===== config.mk =====
export PLATFORM = sky130hd
export DESIGN_NAME = host_sequencer
export DESIGN_NICKNAME = d
export VERILOG_FILES = /design/src/rtl/host_sequencer_pkg.sv /design/src/rtl/host_seq_pulse_gen.sv /design/src/rtl/host_sequencer.sv
export SDC_FILE = /design/constraint.sdc
export NUM_CORES = 1
export LEC_CHECK = 0
export BUFFER_PORTS_ARGS = -buffer_cell sky130_fd_sc_hd__buf_2
export CORE_UTILIZATION = 25
export CTS_BUF_LIST = sky130_fd_sc_hd__clkbuf_4
export CTS_CLUSTER_DIAMETER = 200
export DETAILED_ROUTE_END_ITERATION = 12
export GPL_ROUTABILITY_DRIVEN = 1
export MAX_ROUTING_LAYER = met4
export PLACE_DENSITY = 0.47
export SLEW_MARGIN = 15
export SYNTH_ARGS = -nofsm -noshare
export SYNTH_HDL_FRONTEND = slang
export SYNTH_SLANG_ARGS = --single-unit

===== constraint.sdc =====
create_clock -name clk -period 32.5 [get_ports clk]
set_clock_uncertainty 0.05 [all_clocks]
set_input_delay 9.75 -clock clk [delete_from_list [all_inputs] [get_ports clk]]
set_output_delay 9.75 -clock clk [all_outputs]
set_load 0.03 [all_outputs]

===== src/rtl/host_sequencer_pkg.sv =====
// Shared state encodings and bus/SPM field offsets for host_sequencer.
package host_sequencer_pkg;

  typedef enum logic [2:0] {
    S_IDLE,
    S_CFG,
    S_LOAD,
    S_RUN_HI,
    S_RUN_GAP,
    S_DONE
  } seq_state_e;

  function automatic int exb_data_lo();
    return 0;
  endfunction

  function automatic int exb_addr_lo(int d_w);
    return d_w;
  endfunction

  function automatic int exb_ren(int a_w, int d_w);
    return a_w + d_w;
  endfunction

  function automatic int exb_wen(int a_w, int d_w);
    return a_w + d_w + 1;
  endfunction

  // SPM config: four 5-bit bank slices {mode, sel[1:0], en, fifo_sel}
  localparam int SPM_BANKS    = 4;
  localparam int SPM_BANK_W   = 5;
  localparam int SPM_FIFO_SEL = 0;
  localparam int SPM_EN       = 1;
  localparam int SPM_SEL      = 2;
  localparam int SPM_MODE     = 4;

  function automatic int spm_bit(int bank, int field);
    return bank * SPM_BANK_W + field;
  endfunction

endpackage


===== src/rtl/host_seq_pulse_gen.sv =====
// Run-pulse train generator: num pulses, each followed by gap low cycles.
module host_seq_pulse_gen #(
  parameter int LEN_W = 16
) (
  input  logic             clk,
  input  logic             rst,
  input  logic             start,
  input  logic             abort,
  input  logic [LEN_W-1:0] num,
  input  logic [LEN_W-1:0] gap,
  output logic             run,
  output logic             finished,
  output logic             gap_end
);

  logic             in_gap;
  logic [LEN_W-1:0] left;
  logic [LEN_W-1:0] gcnt;

  assign finished = run && (left == LEN_W'(1));
  assign gap_end  = in_gap && (gcnt == LEN_W'(1));

  always_ff @(posedge clk or posedge rst) begin
    if (rst) begin
      run    <= 1'b0;
      in_gap <= 1'b0;
      left   <= '0;
      gcnt   <= '0;
    end else if (abort) begin
      run    <= 1'b0;
      in_gap <= 1'b0;
      left   <= '0;
      gcnt   <= '0;
    end else if (start) begin
      run    <= 1'b1;
      in_gap <= 1'b0;
      left   <= num;
    end else if (run) begin
      left <= left - LEN_W'(1);
      if (finished) begin
        run <= 1'b0;
      end else if (gap == '0) begin
        run <= 1'b1;
      end else begin
        run    <= 1'b0;
        in_gap <= 1'b1;
        gcnt   <= gap;
      end
    end else if (in_gap) begin
      gcnt <= gcnt - LEN_W'(1);
      if (gap_end) begin
        in_gap <= 1'b0;
        run    <= 1'b1;
      end
    end
  end

endmodule


===== src/rtl/host_sequencer.sv =====
// CGRA host sequencer: config load, SPM data stream, run-pulse train.
// Optional HOST_SEQ_PERF_EN adds the run_cycles counter port.
module host_sequencer
  import host_sequencer_pkg::*;
#(
  parameter int ROWS  = 4,
  parameter int CFG_W = 96,
  parameter int SPM_W = 20,
  parameter int A_W   = 10,
  parameter int D_W   = 32,
  parameter int LEN_W = 16,
  localparam int IDX_W = $clog2(ROWS + 1),
  localparam int HC_W  = SPM_W + ROWS * CFG_W,
  localparam int EB_W  = 2 + A_W + D_W
) (
  input  logic             clk,
  input  logic             rst,
  input  logic             start,
  input  logic             abort,
  input  logic [A_W-1:0]   load_base,
  input  logic [LEN_W-1:0] load_len,
  input  logic [LEN_W-1:0] run_num,
  input  logic [LEN_W-1:0] run_gap,
  input  logic             cfg_valid,
  output logic             cfg_ready,
  input  logic [IDX_W-1:0] cfg_idx,
  input  logic [CFG_W-1:0] cfg_data,
  input  logic             cfg_last,
  input  logic             dat_valid,
  output logic             dat_ready,
  input  logic [D_W-1:0]   dat_data,
  output logic             init,
  output logic             run,
  output logic [HC_W-1:0]  host_controller,
  output logic [EB_W-1:0]  ex_bus,
  output logic             busy,
  output logic             done
`ifdef HOST_SEQ_PERF_EN
  ,
  output logic [31:0]      run_cycles
`endif
);

  localparam int EB_WEN  = exb_wen(A_W, D_W);
  localparam int EB_REN  = exb_ren(A_W, D_W);
  localparam int EB_ADDR = exb_addr_lo(D_W);
  localparam int EB_DATA = exb_data_lo();

  seq_state_e       state;
  logic [A_W-1:0]   base_q;
  logic [LEN_W-1:0] len_q;
  logic [LEN_W-1:0] num_q;
  logic [LEN_W-1:0] gap_q;
  logic [LEN_W-1:0] cnt;
  logic             wen_q;
  logic [A_W-1:0]   addr_q;
  logic [D_W-1:0]   data_q;
  logic             cfg_fire;
  logic             dat_fire;
  logic             load_last;
  logic             pg_start;
  logic             pg_finished;
  logic             pg_gap_end;

  assign cfg_fire  = (state == S_CFG) && cfg_valid;
  assign dat_fire  = (state == S_LOAD) && dat_valid;
  assign load_last = cnt == (len_q - LEN_W'(1));

  always_comb begin
    pg_start = 1'b0;
    if (!abort && num_q != '0) begin
      if (cfg_fire && cfg_last && len_q == '0)
        pg_start = 1'b1;
      if (dat_fire && load_last)
        pg_start = 1'b1;
    end
  end

  always_comb begin
    ex_bus                   = '0;
    ex_bus[EB_WEN]           = wen_q;
    ex_bus[EB_REN]           = 1'b0;
    ex_bus[EB_ADDR +: A_W]   = addr_q;
    ex_bus[EB_DATA +: D_W]   = data_q;
  end

  always_ff @(posedge clk or posedge rst) begin
    if (rst) begin
      state           <= S_IDLE;
      base_q          <= '0;
      len_q           <= '0;
      num_q           <= '0;
      gap_q           <= '0;
      cnt             <= '0;
      init            <= 1'b0;
      cfg_ready       <= 1'b0;
      dat_ready       <= 1'b0;
      busy            <= 1'b0;
      done            <= 1'b0;
      wen_q           <= 1'b0;
      addr_q          <= '0;
      data_q          <= '0;
      host_controller <= '0;
    end else if (abort) begin
      state     <= S_IDLE;
      cnt       <= '0;
      init      <= 1'b0;
      cfg_ready <= 1'b0;
      dat_ready <= 1'b0;
      busy      <= 1'b0;
      wen_q     <= 1'b0;
    end else begin
      wen_q <= 1'b0;
      unique case (state)
        S_IDLE: begin
          if (start) begin
            base_q    <= load_base;
            len_q     <= load_len;
            num_q     <= run_num;
            gap_q     <= run_gap;
            cnt       <= '0;
            init      <= 1'b1;
            cfg_ready <= 1'b1;
            busy      <= 1'b1;
            done      <= 1'b0;
            state     <= S_CFG;
          end
        end
        S_CFG: begin
          if (cfg_fire) begin
            unique case (1'b1)
              (cfg_idx < IDX_W'(ROWS)):
                host_controller[int'(cfg_idx) * CFG_W +: CFG_W] <= cfg_data;
              (cfg_idx == IDX_W'(ROWS)):
                host_controller[ROWS * CFG_W +: SPM_W] <= cfg_data[SPM_W-1:0];
              default: ;
            endcase
            if (cfg_last) begin
              init      <= 1'b0;
              cfg_ready <= 1'b0;
              if (len_q != '0) begin
                dat_ready <= 1'b1;
                state     <= S_LOAD;
              end else if (num_q != '0) begin
                state <= S_RUN_HI;
              end else begin
                done  <= 1'b1;
                state <= S_DONE;
              end
            end
          end
        end
        S_LOAD: begin
          if (dat_fire) begin
            wen_q  <= 1'b1;
            addr_q <= base_q + A_W'(cnt);
            data_q <= dat_data;
            cnt    <= cnt + LEN_W'(1);
            if (load_last) begin
              dat_ready <= 1'b0;
              if (num_q != '0) begin
                state <= S_RUN_HI;
              end else begin
                done  <= 1'b1;
                state <= S_DONE;
              end
            end
          end
        end
        S_RUN_HI: begin
          if (pg_finished) begin
            done  <= 1'b1;
            state <= S_DONE;
          end else if (gap_q != '0) begin
            state <= S_RUN_GAP;
          end
        end
        S_RUN_GAP: begin
          if (pg_gap_end)
            state <= S_RUN_HI;
        end
        S_DONE: begin
          busy  <= 1'b0;
          cnt   <= '0;
          state <= S_IDLE;
        end
        default: state <= S_IDLE;
      endcase
    end
  end

  host_seq_pulse_gen #(
    .LEN_W(LEN_W)
  ) u_pulse (
    .clk      (clk),
    .rst      (rst),
    .start    (pg_start),
    .abort    (abort),
    .num      (num_q),
    .gap      (gap_q),
    .run      (run),
    .finished (pg_finished),
    .gap_end  (pg_gap_end)
  );

`ifdef HOST_SEQ_PERF_EN
  // abort does not clear it so a partial count stays visible
  always_ff @(posedge clk or posedge rst) begin
    if (rst)
      run_cycles <= '0;
    else if (state == S_IDLE && start && !abort)
      run_cycles <= '0;
    else if ((state == S_RUN_HI || state == S_RUN_GAP) && run_cycles != '1)
      run_cycles <= run_cycles + 32'd1;
  end
`endif

endmodule


# [Word-level counts from Yosys, hierarchy flattened]
# Cells that the tools add are included.
[word_totals] register_bits=562 wordCells=164 output_inout_bits=454
[op_classes] shifts=2 n_mux=70 eq_ne=29 reduce_logical=35 add_sub_neg=6 bitwise=1 mul=1 order_cmp=1
[op_table] op="$bwmux W404" count=1
[op_table] op="$shift A96 B33 Y404 const A" count=1
[op_table] op="$shiftx A96 B33 Y404" count=1
[op_table] op="$mux W16" count=12
[op_table] op="$pmux W16 S3" count=1
[op_table] op="$reduce_bool A16 Y1" count=3
[op_table] op="$sub A16 B1 Y16 const B" count=3
[op_table] op="$pmux W20 S2" count=1
[op_table] op="$mux W1" count=39
[op_table] op="$mux W3" count=11
[op_table] op="$neg A10 Y33" count=1
[op_table] op="$eq A16 B1 Y1 const B" count=2
[op_table] op="$logic_not A16 Y1" count=2
[op_table] op="$ne A3 B3 Y1 const B" count=8
[op_table] op="$add A16 B1 Y16 const B" count=1
[op_table] op="$eq A16 B16 Y1" count=1
[op_table] op="$ne A2 B2 Y1 const B" count=8
[op_table] op="$reduce_and A4 Y1" count=4
[op_table] op="$pmux W3 S5" count=1
[op_table] op="$reduce_bool A3 Y1" count=5
[op_table] op="$ne A4 B4 Y1 const B" count=3
[op_table] op="$add A10 B10 Y10" count=1
[op_table] op="$eq A3 B3 Y1 const B" count=3
[op_table] op="$reduce_and A3 Y1" count=3
[op_table] op="17 further kinds" count=29

# [Logic depth before layout (Yosys ltp)]
# Gate-level depths: netlist of run 1.
[logic_depth] ltp_word=9 mapped_depth=16 mapped_depth_nobuf=10

# [By module]
# Synthesis of run 1 repeated with hierarchy kept, for this count alone.
[unflattened] hier_cells=2958 hier_area_um2=27657.8
[by_module_without_submodules] module="host_sequencer" area_per_inst_um2=25370.6 cells_each=2688 instances=1
[by_module_without_submodules] module="host_seq_pulse_gen" area_per_inst_um2=2287.2 cells_each=270 instances=1

# [Worst setup path before layout of run 1]
# OpenSTA, ideal clock, no wires.
[synth_path] path_kind="input -> register" startpoint="input port cfg_idx[0]" endpoint="register host_controller[296]" setup_ps=77 path_stages=14 t_arrival_ps=12877 setup_slack_ps=19496 path_buffers=5 path_cell_list="buf_2 -> inv_1 -> clkbuf_1 -> clkbuf_1 -> ha_1 -> clkbuf_1 -> nor3_1 -> xnor2_1 -> nor3_2 -> a32oi_1 -> nor2_1 -> clkbuf_1 -> nor2_1 -> a21oi_1"
[synth_via] elab_chain_len=4 elab_cells_between_ends=7
[synth_rtl] item="start: declaration" line_no="host_sequencer.sv:26" source="input logic [IDX_W-1:0] cfg_idx,"
[synth_rtl] item="$mul A3 B2 Y5" line_no="host_sequencer.sv:133" source="host_controller[int'(cfg_idx) * CFG_W +: CFG_W] <= cfg_data;"
[synth_rtl] item="$neg A10 Y33" line_no="host_sequencer.sv:133"
[synth_rtl] item="$shiftx A96 B33 Y404 / $shift A96 B33 Y404 (equally long branches)" line_no="host_sequencer.sv:133"
[synth_rtl] item="$bwmux W404" line_no="host_sequencer.sv:133"
[synth_rtl] item="end signal: indexed assignment" line_no="host_sequencer.sv:133"
[synth_rtl] item="end signal: indexed assignment" line_no="host_sequencer.sv:135" source="host_controller[ROWS * CFG_W +: SPM_W] <= cfg_data[SPM_W-1:0];"
[synth_rtl] item="end: declaration" line_no="host_sequencer.sv:34" source="output logic [HC_W-1:0] host_controller,"
# Parallel ways exist; a longest one is shown, timed or not.
# A chain may end at the register's enable or synchronous reset.

# [Worst setup path in the final report of run 1]
[layout_path] startpoint="input port cfg_idx[0]" endpoint="register host_controller[5]"
# The elaborated chain is that of the path after synthesis.

==> reports/results.ini, run 1 <==
[outcome]
status=finished clean

[clock_tree]
clock-sinks=562
cts_made_buffers=170
clk_pin_slew_ns=0.06
clock_tree.buffer_depth=3
post_cts_resized=0
cts_root_buffer=clkbuf_4
cts_tree=built
ctsHoldBuffers=0
clk_latency_ns=1.07
post_cts_buffers=0
htreeDepth=4

[worst_setup_path]
path_depth=9
critPathBufInv=3
cp-start-kind=primary input
crit_slowest_cell=ha_4
r2r_slack_ns=28.29
crit_type=primary input to flip-flop
r2r_end=u_pulse.gcnt[5]$_DFFE_PP0P_
crit_path_end_kind=flip-flop
critical-path-top-delay-family=simple AND/OR/NAND/NOR gates
cp_max_fo=87
critical_path_required_ns=33.36
timing.rr.start=len_q[0]$_DFFE_PP0P_
crit_path_max_incr_delay_ns=0.87
crit_arrival_ns=15.03
rr_worst_depth=9
crit_top_cell=nand2b_1
crit_chain=buf_6 -> inv_2 -> ha_4 -> buf_4 -> nand2b_1 -> nand2b_1 -> nor3_1 -> nand2_2 -> o31ai_1

[pwr]
intPower_uw=1520
switching_share=0.417
peakVddDrop_v=0.0000491
cellPowerDensity_mw_per_mm2=75.8
seq_power_share=0.385
p_switching_uw=1090
pwr-share-clk=0.268
p_comb_frac=0.347
leakage_uw=0.0165

[final_layout]
nets=3826
drive_gt1_frac=0.316
layout_commonest_cell=buf_2
regArea_mm2=0.0141
syn_to_final_growth_pct=24.8
layout_common_cells=buf_2, dfrtp_1, nor2_1, a21oi_1, nand2_1
multi_input_area_mm2=0.0127
num-fill-cells=11758
fin_cells=5228

[timing]
finalSetupTns_ns=0
finalCritPeriodShare=0.436
hold_viol=0
drv_slew=0
min_period_ns=14.17
setup-violations-final=0
worst_pin_slew_ns=1.18
rsz0062_at_grt=false
fmax_mhz=70.6
slew_headroom=0.211

[route]
vias=25137
drc_errors=0
ant_nets=0
wl_per_cell_um=24.1
drt_iter0_markers=1655
drt-pass1-iter-count=6
vias_per_cell=4.81
wirelength_um=126000

[die]
start_util=0.253
die_x_um=334
coreArea_mm2=0.109
rows=121
io_pins=650
die_h_um=334
dieArea_mm2=0.112

[yosys]
synth_nets=3183
synthesis.area_mm2=0.0276
yosysTopAreaCell=dfrtp_1
yosys_most_used_dff=dfrtp_1
synth_seq_area_share=0.510
ys_async_sr_fraction=1.00
synth_seq_cells=562
netlist_instances=2963
avgSynthCellArea_um2=9.31
synth_edf_count=0
yosys.area.top_type_share=0.510
yosys_warnings=0
ys_types=83
synthTopCellsByArea=dfrtp_1, a21oi_1, mux2_2

[place]
dp_hpwl_um=94000
dp.cells=4910
port_buffers=648
gp_congestion=0.884

[global_routing]
antenna_found_initial=36
grt_max_degree=88
grt_pass1_vias=24608
track_usage=0.229
grt-ovfl-total=0
grt_first_pass_wirelength_um=179000

[min_path]
hold_start=host_controller[59]$_DFFE_PP0P_
min_path_cells=2
min_delay_worst_endpoint=host_controller[59]$_DFFE_PP0P_
hp-class=flip-flop to flip-flop

[flow_run]
maxCapViolCount=0

[worst register-to-register path, cell delays in order, from the launching register on]
cell and delay, ns:
dfrtp_1 0.48, inv_1 0.10, ha_1 0.24, nor3b_2 0.54, nand2_1 0.20, nor3_1 0.55
nand3_1 0.64, o21ai_2 0.60, or3_1 0.51, o21ai_1 0.13
[per-layer routing]
metal  wire length, um  GRT usage
met5                 0          -
met4              3680     0.0768
met1             50300      0.261
met3             11500     0.0810
met2             60600      0.371
[area by class of cell]
type                       instances  share of cell area
antenna                           24             0.00174
clock buffer                     240              0.0523
clock inverter                    54             0.00897
inverter                          24             0.00283
multi-input combinational       2153               0.368
sequential                       562               0.408
tap                             1476              0.0536
timing repair buffer             695               0.105
[power groups by stage]
stage | combinational [uW] | clock, uW | sequential, uW
global route | 982 | 769 | 1030
CTS | 920 | 737 | 1010
finish | 907 | 700 | 1000
floorplan | 369 | 0 | 1240
detailed placement | 918 | 0 | 1020
global placement | 911 | 0 | 1010
[sequential cells by signal, summed over array words and instances, names as in the netlist]
register,flops
u_pulse.left,16
data_q,32
num_q,16
base_q,10
wen_q,1
state,3
u_pulse.in_gap,1
gap_q,16
dat_ready,1
busy,1
cnt,16
addr_q,10
done,1
init,1
host_controller,404
u_pulse.gcnt,16
u_pulse.run,1
len_q,16
[kinds of logic (layout without fill, tap and decap cells)]
| group | count (synthesis) | count (layout) | synth area share |
|---|---|---|---|
| mux | 231 | 231 | 0.0913 |
| compound gates | 883 | 883 | 0.181 |
| simple gates | 960 | 960 | 0.153 |
| flops | 562 | 562 | 0.510 |
| other cells | 1 | 25 | 0.000136 |
| xor+xnor | 54 | 54 | 0.0174 |
| buf+inv | 248 | 1013 | 0.0365 |
| fa+ha+maj | 24 | 24 | 0.0114 |
[per-stage QoR]
step,util,area (um2),hold WS [ns],setup WS [ns],total power (uW)
after floorplan,-,27600,0.413,6.98,1600
after global placement,0.296,32300,0.404,17.30,1920
after detailed placement,0.296,32300,0.415,17.08,1930
after CTS,0.315,34400,0.428,18.30,2660
after global routing,0.315,34400,0.442,18.06,2780
final,0.315,34400,0.423,18.33,2610
[synthesized netlist by cell type (22+ instances only)]
master    instances
xnor2_1          32
nand3_1          42
o31ai_1          40
nor3_1           27
clkbuf_1        186
nor3b_1          22
nor4_1           22
nor2_1          423
ha_1             22
o21ai_0         285
inv_1            23
dfrtp_1         562
a21oi_1         396
mux2_2          163
nand2_1         316
a22oi_1          42
mux2i_1          66
a31oi_1          43
[worst max-delay path by stage]
stage | start | end | slack (ns)
after floorplan | rst | addr_q[0]$_DFFE_PP0P_ | 6.98
after global placement | cfg_idx[0] | host_controller[0]$_DFFE_PP0P_ | 17.30
after detailed placement | cfg_idx[0] | host_controller[3]$_DFFE_PP0P_ | 17.08
after CTS | cfg_idx[0] | host_controller[13]$_DFFE_PP0P_ | 18.30
after global routing | cfg_idx[0] | host_controller[306]$_DFFE_PP0P_ | 18.06
final | cfg_idx[0] | host_controller[5]$_DFFE_PP0P_ | 18.33
Power figures use the tool's default switching activity.
==> run 2: changes to the inputs <==
clock period = 14.3 ns   (was 32.5 ns; I/O delays follow)
==> run 2 against run 1 <==
- clock power increased by 120%
- power increased by 130%
- sequential power increased by 130%
- via count up 0.14%
- die area unchanged
- worst hold slack worse by 0.0029 ns
- worst setup slack lost 13 ns
- final cell count about the same
- wire length rose by 0.16%
- combinational power rose by 130%
==> reports/results.ini, run 2 (synthesis gave the netlist of run 1 again) <==
[clock_tree]
post_cts_buffers=0  ; unchanged
clock-sinks=562  ; unchanged
cts_tree=built  ; unchanged
htreeDepth=4  ; unchanged
cts_made_buffers=169  ; was 170
clock_tree.buffer_depth=3  ; unchanged
post_cts_resized=0  ; unchanged
clk_latency_ns=1.05  ; was 1.07 ns
clk_pin_slew_ns=0.06  ; about the same
cts_root_buffer=clkbuf_4  ; unchanged
ctsHoldBuffers=0  ; unchanged

[global_routing]
antenna_found_initial=34  ; was 36
grt_pass1_vias=24887  ; was 24608
grt-ovfl-total=0  ; unchanged
grt_max_degree=159  ; was 88
grt_first_pass_wirelength_um=180000  ; was 179000 um
track_usage=0.229  ; about the same

[worst_setup_path]
r2r_end=u_pulse.gcnt[14]$_DFFE_PP0P_  ; was u_pulse.gcnt[5]$_DFFE_PP0P_
crit_path_end=host_controller[330]$_DFFE_PP0P_  ; was host_controller[5]$_DFFE_PP0P_
startpoint=cfg_idx[0]  ; unchanged
crit_arrival_ns=9.92  ; was 15.03 ns
cp-start-kind=primary input  ; unchanged
crit_path_max_incr_delay_ns=0.97  ; was 0.87 ns
cp_max_fo=81  ; was 87
crit_type=primary input to flip-flop  ; unchanged
crit_chain=buf_6 -> inv_2 -> buf_4 -> ha_4 -> buf_4 -> nor2b_1 -> nand2b_1 -> nand3_2 -> o21ai_0 -> nand4_1 -> buf_4 -> nand2_1 -> o21ai_0  ; was buf_6 -> inv_2 -> ha_4 -> buf_4 -> nand2b_1 -> nand2b_1 -> nor3_1 -> nand2_2 -> o31ai_1
crit_path_end_kind=flip-flop  ; unchanged
r2r_slack_ns=10.16  ; was 28.29 ns
crit_slowest_cell=ha_4  ; unchanged
timing.rr.start=len_q[0]$_DFFE_PP0P_  ; unchanged
rr_worst_depth=10  ; was 9
critical_path_required_ns=15.16  ; was 33.36 ns
crit_top_cell=buf_4  ; was nand2b_1

[place]
gp_congestion=0.914  ; was 0.884
dp_hpwl_um=94100  ; was 94000 um
port_buffers=648  ; unchanged

[timing]
worst_pin_slew_ns=1.12  ; was 1.18 ns
finalSetupTns_ns=0  ; unchanged
drv_slew=0  ; unchanged
fmax_mhz=110
finalCritPeriodShare=0.634
setup-violations-final=0  ; unchanged
rsz0062_at_grt=false  ; unchanged
min_period_ns=9.06
slew_headroom=0.234  ; was 0.211
hold_viol=0  ; unchanged

[pwr]
switching_share=0.419  ; was 0.417
cellPowerDensity_mw_per_mm2=171  ; was 75.8 mW/mm2
intPower_uw=3430  ; was 1520 uW
pwr-share-clk=0.263  ; was 0.268
leakage_uw=0.0166  ; was 0.0165 uW
p_comb_frac=0.349  ; was 0.347
peakVddDrop_v=0.000113  ; was 0.0000491 V
seq_power_share=0.388  ; was 0.385
p_switching_uw=2470  ; was 1090 uW

[final_layout]
utilization=0.316  ; was 0.315
multi_input_area_mm2=0.0127  ; about the same
layout_commonest_cell=buf_2  ; unchanged
largest_reg_flops=404  ; unchanged
num-fill-cells=11810  ; was 11758
syn_to_final_growth_pct=25.0  ; was 24.8%
layout_common_cells=buf_2, dfrtp_1, nor2_1, a21oi_1, nand2_1  ; unchanged
top_register=host_controller  ; unchanged
drive_gt1_frac=0.318  ; was 0.316
nets=3832  ; was 3826
regArea_mm2=0.0141  ; unchanged
top_regs=host_controller: 404 flops, data_q: 32 flops  ; unchanged

[route]
wl_per_cell_um=24.1  ; about the same
vias_per_cell=4.81  ; about the same
vias=25172  ; was 25137
wirelength_um=126000  ; about the same
drt_iter0_markers=1525  ; was 1655
ant_nets=0  ; unchanged
drc_errors=0  ; unchanged
drt-pass1-iter-count=5  ; was 6

[die]
die_x_um=334  ; unchanged
rows=121  ; unchanged
io_pins=650  ; unchanged
start_util=0.253  ; unchanged
dieArea_mm2=0.112  ; unchanged
coreArea_mm2=0.109  ; unchanged
die_h_um=334  ; unchanged

[min_path]
hp-class=flip-flop to flip-flop  ; unchanged

[outcome]
status=finished clean  ; unchanged

[flow_run]
maxCapViolCount=0  ; unchanged

==> run 2: changes by cell type in the layout (fill, tap and decap cells not counted), moves of 2 or more <==
cell | previous run | this run
clkinv_1 | 37 | 25
diode_2 | 24 | 29
buf_4 | 47 | 51
clkinv_4 | 2 | 6
buf_12 | 0 | 3
bufinv_16 | 2 | 0
clkbuf_4 | 240 | 242
clkinv_8 | 0 | 2
inv_6 | 5 | 3
nand2_2 | 4 | 2
o21ai_0 | 283 | 285
==> run 2: through the flow <==
stage | hold WS, ns | area (um2) | cells | setup WS, ns | total power (uW)
detailed placement | 0.414 | 32300 | 4917 | 4.22 | 4400
finish | 0.420 | 34500 | 5231 | 5.24 | 5910
floorplan | 0.413 | 27600 | 2963 | 2.31 | 3650
CTS | 0.428 | 34400 | 5202 | 5.40 | 6000
global route | 0.438 | 34500 | 5225 | 4.77 | 6270
global placement | 0.406 | 32300 | 4917 | 4.25 | 4380
==> run 2: worst min-delay path by stage <==
stage	from	to	slack, ns	cells after the start
after floorplan	u_pulse.gcnt[12]$_DFFE_PP0P_	u_pulse.gcnt[12]$_DFFE_PP0P_	0.41	2
after global placement	host_controller[38]$_DFFE_PP0P_	host_controller[38]$_DFFE_PP0P_	0.41	2
after detailed placement	host_controller[29]$_DFFE_PP0P_	host_controller[29]$_DFFE_PP0P_	0.41	2
after CTS	host_controller[61]$_DFFE_PP0P_	host_controller[61]$_DFFE_PP0P_	0.43	2
after global routing	host_controller[63]$_DFFE_PP0P_	host_controller[63]$_DFFE_PP0P_	0.44	2
final	host_controller[61]$_DFFE_PP0P_	host_controller[61]$_DFFE_PP0P_	0.42	2
==> run 2: critical path: cells and delay by family <==
kind / cells / cell delay (ns)
AO/OA/AOI/OAI: 2 / 0.36
adder cells (fa/ha/maj): 1 / 0.97
buffers and inverters: 5 / 1.77
AND/OR/NAND/NOR: 5 / 2.37
==> run 2: metal layers <==
metal  vias up  wire, um  track usage
li1      11841         -            -
met1     12246     51200        0.266
met2       889     60500        0.369
met3       196     10800       0.0767
met4         0      3740       0.0756
met5         -         0            -
==> run 2: power by group through the flow <==
| stage | clock, uW | combinational [uW] | sequential, uW |
|---|---|---|---|
| after global routing | 1700 | 2220 | 2350 |
| final | 1550 | 2060 | 2290 |
| after detailed placement | 0 | 2080 | 2320 |
| after CTS | 1620 | 2080 | 2300 |
| after global placement | 0 | 2060 | 2310 |
| after floorplan | 0 | 838 | 2810 |
==> run 2: area by class of cell <==
type                    instances  area share
flip-flops and latches        562       0.408
multi-input cells            2153       0.367
repair buffers                702       0.107
well taps                    1476      0.0535
clock buffers                 242      0.0527
clock inverters                43     0.00725
inverters                      24     0.00272
diodes                         29     0.00210
